--- src/rtl/pc.sv ---
// Program counter: advances by a caller-supplied step on each enabled edge,
// holds otherwise, and flags a one-cycle wrap when the add carries out.
module pc #(
  parameter int unsigned           WIDTH       = 8,
  parameter logic [WIDTH-1:0]      RESET_VALUE = '0
) (
  input  logic             clk,
  input  logic             reset,
  input  logic             enable,
  input  logic [WIDTH-1:0] increment,
  output logic [WIDTH-1:0] pc_out,
  output logic             wrap
);

  logic [WIDTH-1:0] pc_q, pc_d;
  logic             wrap_q, wrap_d;
  logic [WIDTH:0]   sum;

  // Extra MSB captures the carry that is dropped from the counter itself.
  always_comb begin
    sum    = {1'b0, pc_q} + {1'b0, increment};
    pc_d   = pc_q;
    wrap_d = 1'b0;
    if (enable) begin
      pc_d   = sum[WIDTH-1:0];
      wrap_d = sum[WIDTH];
    end
  end

  always_ff @(posedge clk) begin
    if (reset) begin
      pc_q   <= RESET_VALUE;
      wrap_q <= 1'b0;
    end else begin
      pc_q   <= pc_d;
      wrap_q <= wrap_d;
    end
  end

  assign pc_out = pc_q;
  assign wrap   = wrap_q;

endmodule

--- config.mk ---
export PLATFORM = sky130hd
export DESIGN_NAME = pc
export DESIGN_NICKNAME = d
export VERILOG_FILES = /design/src/rtl/pc.sv
export SDC_FILE = /design/constraint.sdc
export NUM_CORES = 1
export LEC_CHECK = 0
export ABC_AREA = 1
export CAP_MARGIN = 20
export CORE_MARGIN = 2
export CORE_UTILIZATION = 35
export CTS_BUF_LIST = sky130_fd_sc_hd__clkbuf_4 sky130_fd_sc_hd__clkbuf_8
export CTS_CLUSTER_DIAMETER = 30
export CTS_CLUSTER_SIZE = 12
export DETAILED_ROUTE_END_ITERATION = 8
export PLACE_DENSITY_LB_ADDON = 0.3
export SLEW_MARGIN = 20
export SYNTH_ARGS = -nofsm -noshare
export SYNTH_HDL_FRONTEND = slang
export SYNTH_SLANG_ARGS = --single-unit
--- constraint.sdc ---
create_clock -name clk -period 2.8 [get_ports clk]
set_input_delay 0.7 -clock clk [delete_from_list [all_inputs] [get_ports clk]]
set_output_delay 0.7 -clock clk [all_outputs]
set_load 0.01 [all_outputs]
==> reports/metrics.yaml <==
status: "completed"
grt_max_degree: 16
cts_made_buffers: 3
grtUsageTotal: 0.146
ys_warn_count: 0
remaining_drc_errors: 0
fp.dieW_um: 48.5
min_period_over_period: 0.749
core_mm2: 0.00192
crit_family: "adder cells"
gp_congestion: 0.781
worstSetupPathType: "in2reg"
vias: 713
overflow: 0
ios: 20
antenna_found_initial: 0
drv_slew: 0
worst-path-buf-inv: 2
slowest_delay_ps: 420
crit_path_end_kind: "register"
reg2reg_depth: 10
die_area_mm2: 0.00235
area_growth_pct: 35.0
postCtsSetupBuffers: 0
min_to: "pc_out[3]$_SDFFE_PP0P_"
grt_pass1_wl_mm: 2.66
cp.arrival_ps: 2270
cts_resized: 0
cts_tree: "yes"
syn_inst: 103
htreeDepth: 1
crit_chain: "clkdlybuf4s50_1, ha_1, fa_1, nand2_1, nand2_1, nand3b_1, nand2_1, nand2_1, nand3_1, nand2_1, inv_1"
hpwl_mm: 1.20
clock_latency_ps: 270
hold_class: "reg2reg"
synth.avg_cell_area_um2: 6.73
stdcell_count: 152
routedWlPerCell_um: 10.2
synth_top_area_frac: 0.260
fin_nets: 146
use_met3: 0.0525
cts_root_buffer: "clkbuf_4"
drv_cap: 0
busiest_layer: "met2"
rsz0062_at_grt: "false"
drt_first_pass_iters: 4
layout_commonest_cell: "nand2_1"
period_minus_slack_ps: 2100
start_util: 0.361
io_buffers: 19
crit_required_ps: 2970
grt_util_met1: 0.181
final_cell_mix: "nand2_1, clkdlybuf4s50_1, nor2_1"
critPathLaunchType: "input port"
max_clock_freq_mhz: 477
crit_path_frequent_cell: "nand2_1"
cts.sinks: 9
finalClockSkew_ps: 1.72
syn_nets: 123
r2r_end: "pc_out[6]$_SDFFE_PP0P_"
layout-drive-gt1-share: 0.0560
hold_path_startpoint: "pc_out[3]$_SDFFE_PP0P_"
slowest_stage: "fa_1"
fp.dieH_um: 48.5
ant_nets: 0
clk_path_buf_depth: 2
setup_viol: 0
synthTopCellsByArea: "dfxtp_1, ha_1, nand2_1, nor2_1, inv_1"
place_inst: 148
rows: 16
synth_cell_types: 19
synth_top_area_cell: "dfxtp_1"
power.density_mw_per_mm2: 458
ys_ff_latch: 9
totalWireLength_mm: 1.55
cts_hold_buf: 0
leakage_nw: 0.482
ys_seq_area_frac: 0.260
finalSetupTns_ps: 0
finalHoldViolations: 0
antennaDiodeCount: 0
rrSetupSlack_ps: 1220
clk_transition_reported_paths_ps: 60
r2r-start: "pc_out[0]$_SDFFE_PP0P_"
worstMarginPinSlew_ps: 531
ir_worst_vdd_mv: 0.298
grt_pass1_vias: 636
min_path_cells: 2
drt_iter0_drc: 6
netlist_area_um2: 693
max_slew_margin: 0.645
cp_max_fo: 3
use_met2: 0.215
viasPerCell: 4.69
-- worst register-to-register path: cells and delay by family (launching register included) --
kind / cells / cell delay, ps
adder cells (fa/ha/maj): 2 / 630
AND/OR/NAND/NOR: 7 / 500
buffers and inverters: 1 / 30
flip-flops: 1 / 330
-- area by class of cell --
class	instances	area, um^2
Tap cell	27	33.8
Multi-Input combinational cell	77	442
Timing Repair Buffer	19	190
Fill cell	203	986
Clock buffer	4	30.0
Sequential cell	9	180
Inverter	16	60.1
-- state kept, by name (all words and copies together) (netlist names) --
signal,flops
pc_out,8
wrap,1
-- synth_stat cells --
cell type and instances:
dfxtp_1 9, a31oi_1 1, nand3b_1 3, nand2_1 22, xor2_1 1, a21oi_1 5
o21ai_1 2, nand4_1 1, nand3_1 11, inv_1 15, nor2_1 16, ha_1 8
inv_2 1, o211ai_1 2, o21ai_0 2, buf_6 1, fa_1 1, or2_4 1
nand2_4 1
-- logic make-up after synthesis --
kind of cell	share of synthesized area
AO/OA/AOI/OAI	0.0957
XOR/XNOR	0.0126
adder cells (fa/ha/maj)	0.173
buffers and inverters	0.103
flip-flops	0.260
AND/OR/NAND/NOR	0.356
-- power by group --
group | internal (W) | total, W | switching, W
clock | 0.0000649 | 0.000115 | 0.0000500
combinational | 0.0000795 | 0.000163 | 0.0000836
sequential | 0.000141 | 0.000151 | 0.0000100
total | 0.000285 | 0.000429 | 0.000144
-- per-stage QoR --
| stage | setup slack (ps) | total power [W] | utilization | hold WS (ps) | cell area, um^2 |
|---|---|---|---|---|---|
| floorplan | 944 | 0.000257 | - | 533 | 693 |
| global placement | 452 | 0.000312 | 0.471 | 489 | 906 |
| detailed placement | 419 | 0.000315 | 0.471 | 499 | 906 |
| CTS | 713 | 0.000435 | 0.487 | 514 | 936 |
| global route | 588 | 0.000461 | 0.487 | 553 | 936 |
| finish | 704 | 0.000429 | 0.487 | 515 | 936 |
-- layer usage --
metal,vias up,share of wire
met4,0,0.028
met5,-,0
met2,16,0.44
li1,380,-
met3,4,0.038
met1,313,0.49
-- worst max-delay path by stage --
stage	startpoint	endpoint	slack, ps	depth (start not counted)
floorplan	increment[0]	pc_out[6]$_SDFFE_PP0P_	940	10
global route	increment[0]	pc_out[6]$_SDFFE_PP0P_	590	11
global placement	increment[0]	pc_out[6]$_SDFFE_PP0P_	450	11
detailed placement	increment[0]	pc_out[6]$_SDFFE_PP0P_	420	11
CTS	increment[0]	pc_out[6]$_SDFFE_PP0P_	710	11
finish	increment[0]	pc_out[6]$_SDFFE_PP0P_	700	11
Note: power is estimated with default switching activity, not from simulation.
